`src/rtl/riscv_encode.sv`:
```
// RV32I instruction encoder: packs field bundles into 32-bit words, checks the
// immediate, tags each word with a sequential PC and queues it in a 2-entry FIFO.
module riscv_encode (
   input  logic        clk,
   input  logic        reset_n,
   input  logic        req_valid_i,
   output logic        req_ready_o,
   input  logic [2:0]  fmt_i,
   input  logic [6:0]  op_i,
   input  logic [4:0]  rd_i,
   input  logic [4:0]  rs1_i,
   input  logic [4:0]  rs2_i,
   input  logic [2:0]  funct3_i,
   input  logic [6:0]  funct7_i,
   input  logic [31:0] imm_i,
   input  logic        pc_load_i,
   input  logic [31:0] pc_base_i,
   output logic        out_valid_o,
   input  logic        out_ready_i,
   output logic [31:0] instr_o,
   output logic [31:0] pc_o,
   output logic        err_o,
   output logic [1:0]  err_code_o
);

   localparam int DATA_W = 32;

   localparam logic [2:0] FMT_R = 3'd0;
   localparam logic [2:0] FMT_I = 3'd1;
   localparam logic [2:0] FMT_S = 3'd2;
   localparam logic [2:0] FMT_B = 3'd3;
   localparam logic [2:0] FMT_U = 3'd4;
   localparam logic [2:0] FMT_J = 3'd5;

   localparam logic [1:0] ERR_NONE  = 2'd0;
   localparam logic [1:0] ERR_FMT   = 2'd1;
   localparam logic [1:0] ERR_RANGE = 2'd2;
   localparam logic [1:0] ERR_ALIGN = 2'd3;

   function automatic logic [DATA_W-1:0] pack_word(
      input logic [2:0]        fmt,
      input logic [6:0]        op,
      input logic [4:0]        rd,
      input logic [4:0]        rs1,
      input logic [4:0]        rs2,
      input logic [2:0]        f3,
      input logic [6:0]        f7,
      input logic [DATA_W-1:0] imm
   );
      logic [DATA_W-1:0] w;
      w = '0;
      case (fmt)
         FMT_R:   w = {f7, rs2, rs1, f3, rd, op};
         FMT_I:   w = {imm[11:0], rs1, f3, rd, op};
         FMT_S:   w = {imm[11:5], rs2, rs1, f3, imm[4:0], op};
         FMT_B:   w = {imm[12], imm[10:5], rs2, rs1, f3, imm[4:1], imm[11], op};
         FMT_U:   w = {imm[31:12], rd, op};
         FMT_J:   w = {imm[20], imm[10:1], imm[11], imm[19:12], rd, op};
         default: w = '0;
      endcase
      return w;
   endfunction

   // Priority: illegal format, then alignment, then sign-extension range.
   function automatic logic [1:0] check_imm(
      input logic [2:0]        fmt,
      input logic [DATA_W-1:0] imm
   );
      logic [1:0] code;
      logic       fit11;
      logic       fit12;
      logic       fit20;
      fit11 = (imm[31:11] == '0) || (imm[31:11] == '1);
      fit12 = (imm[31:12] == '0) || (imm[31:12] == '1);
      fit20 = (imm[31:20] == '0) || (imm[31:20] == '1);
      code  = ERR_NONE;
      if (fmt > FMT_J)
         code = ERR_FMT;
      else if (((fmt == FMT_B) || (fmt == FMT_J)) && imm[0])
         code = ERR_ALIGN;
      else if ((fmt == FMT_U) && (imm[11:0] != '0))
         code = ERR_ALIGN;
      else if (((fmt == FMT_I) || (fmt == FMT_S)) && !fit11)
         code = ERR_RANGE;
      else if ((fmt == FMT_B) && !fit12)
         code = ERR_RANGE;
      else if ((fmt == FMT_J) && !fit20)
         code = ERR_RANGE;
      return code;
   endfunction

   logic [1:0]        count_q;
   logic              rd_ptr_q;
   logic              wr_ptr_q;
   logic [DATA_W-1:0] instr_mem_q [2];
   logic [DATA_W-1:0] pc_mem_q [2];
   logic [DATA_W-1:0] pc_q;
   logic              err_q;
   logic [1:0]        err_code_q;

   logic              accept_p0;
   logic [1:0]        code_p0;
   logic              vld_p0;
   logic              rej_p0;
   logic              pop_p1;
   logic [DATA_W-1:0] base_p0;
   logic [DATA_W-1:0] pc_word_p0;
   logic [DATA_W-1:0] word_p0;

   // p0: request decode, check and packing (combinational from inputs)
   assign req_ready_o = (count_q < 2'd2);
   assign accept_p0   = req_valid_i & req_ready_o;
   assign code_p0     = check_imm(fmt_i, imm_i);
   assign vld_p0      = accept_p0 & (code_p0 == ERR_NONE);
   assign rej_p0      = accept_p0 & (code_p0 != ERR_NONE);
   assign base_p0     = pc_base_i & 32'hFFFF_FFFC;
   assign pc_word_p0  = pc_load_i ? base_p0 : pc_q;
   assign word_p0     = pack_word(fmt_i, op_i, rd_i, rs1_i, rs2_i, funct3_i, funct7_i, imm_i);

   // p1: FIFO head and error status, all registered
   assign pop_p1      = (count_q != 2'd0) & out_ready_i;
   assign out_valid_o = (count_q != 2'd0);
   assign instr_o     = instr_mem_q[rd_ptr_q];
   assign pc_o        = pc_mem_q[rd_ptr_q];
   assign err_o       = err_q;
   assign err_code_o  = err_code_q;

   always_ff @(posedge clk) begin
      if (!reset_n) begin
         count_q    <= 2'd0;
         rd_ptr_q   <= 1'b0;
         wr_ptr_q   <= 1'b0;
         pc_q       <= '0;
         err_q      <= 1'b0;
         err_code_q <= ERR_NONE;
         for (int i = 0; i < 2; i++) begin
            instr_mem_q[i] <= '0;
            pc_mem_q[i]    <= '0;
         end
      end else begin
         if (vld_p0) begin
            instr_mem_q[wr_ptr_q] <= word_p0;
            pc_mem_q[wr_ptr_q]    <= pc_word_p0;
            wr_ptr_q              <= ~wr_ptr_q;
         end
         if (pop_p1)
            rd_ptr_q <= ~rd_ptr_q;
         case ({vld_p0, pop_p1})
            2'b10:   count_q <= count_q + 2'd1;
            2'b01:   count_q <= count_q - 2'd1;
            default: count_q <= count_q;
         endcase
         // A load with a rejected (or absent) request still retargets the PC.
         if (vld_p0)
            pc_q <= pc_word_p0 + 32'd4;
         else if (pc_load_i)
            pc_q <= base_p0;
         err_q <= rej_p0;
         if (rej_p0)
            err_code_q <= code_p0;
      end
   end

endmodule

```
`config.mk`:
```
export PLATFORM = sky130hd
export DESIGN_NAME = riscv_encode
export DESIGN_NICKNAME = d
export VERILOG_FILES = /design/src/rtl/riscv_encode.sv
export SDC_FILE = /design/constraint.sdc
export NUM_CORES = 1
export LEC_CHECK = 0
export CAP_MARGIN = 30
export CORE_UTILIZATION = 47
export DETAILED_ROUTE_END_ITERATION = 8
export PLACE_DENSITY = 0.83
export SLEW_MARGIN = 10
export SYNTH_ARGS = -nofsm -noshare
export SYNTH_HDL_FRONTEND = slang
export SYNTH_SLANG_ARGS = --single-unit
```
`constraint.sdc`:
```
create_clock -name clk -period 8.51 [get_ports clk]
set_input_delay 1.702 -clock clk [delete_from_list [all_inputs] [get_ports clk]]
set_output_delay 1.702 -clock clk [all_outputs]
set_load 0.05 [all_outputs]
```
=== Word-level counts from Yosys, hierarchy flattened ===
Memory sizes are Yosys's and may differ from the RTL's. A register that Yosys moved wholly into a read port is not among the register bits.
Index checks and enable logic that the tools add are counted.

* Register bits after elaboration: 39
* RAM bits: 128
* Bits of input ports: 104
* Output and inout port bits: 69
* Logic and storage cells: 77
* Memories: 2

{| class="wikitable"
|+ Memories
! name !! words !! bits a word !! read ports !! clocked after memory_dff !! wr ports !! RTL line !! text
|-
| instr_mem_q || 2 || 32 || 1 || 1 || 2 || 95 || <nowiki>logic [DATA_W-1:0] instr_mem_q [2];</nowiki>
|-
| pc_mem_q || 2 || 32 || 1 || 1 || 2 || 96 || <nowiki>logic [DATA_W-1:0] pc_mem_q [2];</nowiki>
|}

* Add/subtract/negate cells: 3
* Magnitude comparators: 2
* Eq/ne operators: 10
* Multiplexer cells: 24
* Bitwise operators: 6
* Reductions and logical operators: 24

{| class="wikitable"
|+ Operator list
! operator !! number
|-
| 32-bit one-hot mux with 6 select lines || 1
|-
| 32-bit two-way mux || 4
|-
| 32-bit OR reduction || 2
|-
| 32-bit by 3-bit adder with 32-bit output, second input constant || 1
|-
| 21-bit equality test, second input constant || 1
|-
| 21-bit logical NOT || 1
|-
| 20-bit equality test, second input constant || 1
|-
| 20-bit logical NOT || 1
|-
| 12-bit equality test, second input constant || 1
|-
| 12-bit logical NOT || 1
|-
| 1-bit two-way mux || 12
|-
| 2-bit two-way mux || 6
|-
| 12-bit nonzero test || 1
|-
| 3-bit by 2-bit equality test with 1-bit output, second input constant || 2
|-
| 3-bit equality test, second input constant || 2
|-
| 2-bit nonzero test || 3
|-
| 1-bit logical AND || 5
|-
| 1-bit logical OR || 5
|-
| 1-bit bitwise AND || 4
|-
| 2-bit one-hot mux with 2 select lines || 1
|-
| 3-bit by 1-bit equality test with 1-bit output, second input constant || 1
|-
| 3-bit greater-than comparator, second input constant || 1
|-
| 1-bit logical NOT || 3
|-
| 3-bit logical NOT || 1
|-
| 7 further kinds || 8
|}

=== Depth between registers and ports, before layout ===
* Word-level depth: 17
* Mapped depth: 13

=== Worst setup path before layout ===
No wires, ideal clock.

* Kind: input port to flip-flop
* Start point: input port fmt_i[2]
* End point: memory instr_mem_q[0][0], enable pin
* Setup time: 574 ps
* Arrival: 7542 ps
* Slack: 394 ps
* Cell stages on the path: 10
* Path buffers: 3
* Cells stage by stage: buf_6 -> nor2b_4 -> buf_6 -> o211a_1 -> nor3_2 -> nand2_1 -> clkbuf_1 -> nor2_1 -> inv_1 -> o21ai_0

{| class="wikitable"
|+ RTL lines
! item !! RTL line !! text
|-
| start: declaration || 8 || <nowiki>input logic [2:0] fmt_i,</nowiki>
|-
| end: declaration || 95 ||
|}

==> flow_metrics.tcl <==
set metrics [dict create \
    crit_start "fmt_i[0]" \
    netlist_instances 776 \
    cts.sinks 168 \
    setup_tns_ps 0 \
    route.vias.total 6611 \
    viasPerCell 5.680 \
    setup_ws_ps 2877 \
    startpoint_type "input pin" \
    syn_to_final_growth_pct 28.60 \
    cp_top_family "buffers and inverters" \
    dieWidth_um 135.8 \
    die-area_sq_mm 0.01843 \
    slew_headroom 0.4046 \
    grt_pass1_vias 6273 \
    cap_violations 0 \
    avgSynthCellArea_sq_um 10.84 \
    leakagePower_nw 3.922 \
    critPathMaxFanout 49 \
    core_area_sq_mm 0.01736 \
    critPathBufInv 3 \
    post-route-period-util 0.6620 \
    synth_edf_count 128 \
    postRouteAntennaNets 0 \
    cts_resized 0 \
    pre_cts_slack_ps 2523 \
    drt_iter0_drc 557 \
    initial_core_util 0.4845 \
    synth_warnings 0 \
    antenna_found_initial 0 \
    setup_violations 0 \
    hp-start "pc_q[0]$_SDFF_PN0_" \
    endpoint_kind "flip-flop" \
    portBuffers 170 \
    hold_path.class "reg2reg" \
    power.density_mw_per_mm2 221.6 \
    outcome "complete, no violations" \
    ys_ff_latch 168 \
    crit_slowest_cell "clkdlybuf4s50_1" \
    regToRegSetupSlack_ps 5130 \
    final_layout_size_suffix_gt1_frac 0.1416 \
    grt_first_pass_wirelength_um 31690 \
    path_cells "clkdlybuf4s50_1 -> nor2b_1 -> nand4_1 -> nand2_1 -> nor2_1 -> inv_1 -> o21ai_4 -> buf_4" \
    r2r-start "count_q[1]$_SDFFE_PN0P_" \
    clk_path_buf_depth 2 \
    worstMarginPinSlew_ps 893.1 \
    first_pass_iters 5 \
    ys_seq_area_frac 0.5523 \
    drc 0 \
    gr-total-overflow 0 \
    r2r_cells 8 \
    rsz0062_at_grt "false" \
    htreeDepth 4 \
    grt.total_usage 0.2287 \
    fin_nets 1032 \
    hold_buffers 0 \
    synthesis.area_sq_mm 0.008409 \
    path_class "in2reg" \
    grt_max_degree 65 \
    post-dp-hpwl_um 14180 \
    r2r-end "instr_mem_q[0][29]$_SDFFCE_PN0P_" \
    post_dp_cell_area_sq_mm 0.01028 \
    routedWlPerCell_um 17.98 \
    clock_latency_ps 420 \
    hold_end "pc_q[0]$_SDFF_PN0_" \
    cts_root_buf "clkbuf_16" \
    cts_setup_buffers 0 \
    dp_cells 1132 \
    cts_buffers 17 \
    io_pins 173 \
    holdPathStages 2 \
    drv_slew 0 \
    synthArstFlopShare 0 \
    finalCriticalPeriod_ps 5633 \
    synthFlopType "edfxtp_1" \
    worstPathRequired_ps 8560 \
    die_y_um 135.8 \
    synthesis.nets 882 \
    ir_worst_vdd_mv 0.1547 \
    max_freq_mhz 177.5 \
    design_area_sq_mm 0.01081 \
    cpPeakStageDelay_ps 860 \
    finalNonFillerCells 1164 \
    ys_types 54 \
    num_rows 48 \
    num_antenna_cells 0 \
    clkSlewWorstSetupHoldPaths_ps 60 \
    finClkSkew_ps 7.821 \
    tritoncts "yes" \
    drt_wl_total_um 20930 \
    cp.arrival_ps 5690 \
    hold_violations 0 \
    place.gp.congestion 0.8596 \
]
[cell usage in the layout (no fill, tap or decap), types with 12 or more instances in the layout]
| cell | n |
|---|---|
| a21oi_1 | 55 |
| buf_4 | 12 |
| clkbuf_16 | 17 |
| clkdlybuf4s50_1 | 169 |
| dfxtp_1 | 39 |
| edfxtp_1 | 128 |
| inv_1 | 14 |
| mux2_2 | 67 |
| mux2i_1 | 42 |
| nand2_1 | 32 |
| nand4_1 | 25 |
| nor2_1 | 159 |
| nor2b_1 | 21 |
| nor3_1 | 12 |
| nor4_1 | 12 |
[Yosys cell counts (all sizes together) (12+ instances only)]
cell | number | area share
nor2b | 22 | 0.017
nand4 | 25 | 0.019
a21oi | 55 | 0.033
nand2 | 33 | 0.015
dfxtp | 40 | 0.095
buf | 18 | 0.013
nor4 | 13 | 0.011
nor3 | 13 | 0.0083
a31o | 12 | 0.012
edfxtp | 128 | 0.46
clkbuf | 34 | 0.015
inv | 14 | 0.0062
mux2i | 42 | 0.050
mux2 | 67 | 0.090
nor2 | 159 | 0.071
[area by class of cell]
cell class | instances | area, sq um
clock buffer | 17 | 425.4
clock inverter | 15 | 105.1
fill | 1396 | 6543
inverter | 15 | 56.30
multi-input combinational | 541 | 3493
sequential | 168 | 4646
tap | 225 | 281.5
timing repair buffer | 183 | 1807
[worst register-to-register path, cell delays in order, from the launching register on]
cell and delay (ps):
dfxtp_1 390, nor2b_1 190, nand2_1 100, nor3_2 250
nand2_1 410, nor2_1 250, inv_1 190, o21ai_4 550
buf_4 660
[worst max-delay path by stage]
stage          slack, ps  cells after the start                                to
2_1_floorplan        390                     10   instr_mem_q[0][0]$_SDFFCE_PN0P_
3_3_place_gp        2360                      8     pc_mem_q[1][10]$_SDFFCE_PN0P_
3_5_place_dp        2520                      8  instr_mem_q[0][24]$_SDFFCE_PN0P_
4_1_cts             2930                      8  instr_mem_q[0][29]$_SDFFCE_PN0P_
5_1_grt             2530                      8  instr_mem_q[0][25]$_SDFFCE_PN0P_
6_report            2880                      8  instr_mem_q[0][29]$_SDFFCE_PN0P_
[metal layers]
metal,up-vias,share of wire,global-route usage,wire length [um]
met2,228,0.50,0.3869,10470
met4,0,0.028,0.1042,577
met3,39,0.050,0.04190,1043
met1,3192,0.42,0.2830,8835
met5,-,0,0,0
li1,3152,-,-,-
[flip-flops by register name, summed over array words and instances, names as in the netlist, named ones only]
register,count
instr_mem_q,64
pc_mem_q,64
pc_q,32
count_q,2
err_code_o,2
err_o,1
rd_ptr_q,1
wr_ptr_q,1
[cells by family after synthesis]
kind of cell	Yosys count	share of synthesized area
simple gates	317	0.1839
buf+inv	67	0.03496
xor+xnor	3	0.003125
flops	168	0.5523
fa+ha+maj	2	0.002975
mux	109	0.1397
compound gates	110	0.08303
[report_power, final]
group / internal (W) / switching, W
Combinational: 0.000282 / 0.000467
Clock: 0.000372 / 0.000318
Sequential: 0.000939 / 0.0000198
Total: 0.00159 / 0.000804
[through the flow]
step	hold WS (ps)	utilization	power, W
2_1_floorplan	421.8	-	0.001479
3_3_place_gp	432.8	0.5913	0.001714
3_5_place_dp	440.3	0.5925	0.001724
4_1_cts	454.7	0.6231	0.002407
5_1_grt	471.2	0.6231	0.002479
6_report	454.8	0.6231	0.002397
Note: power is estimated with default switching activity, not from simulation.
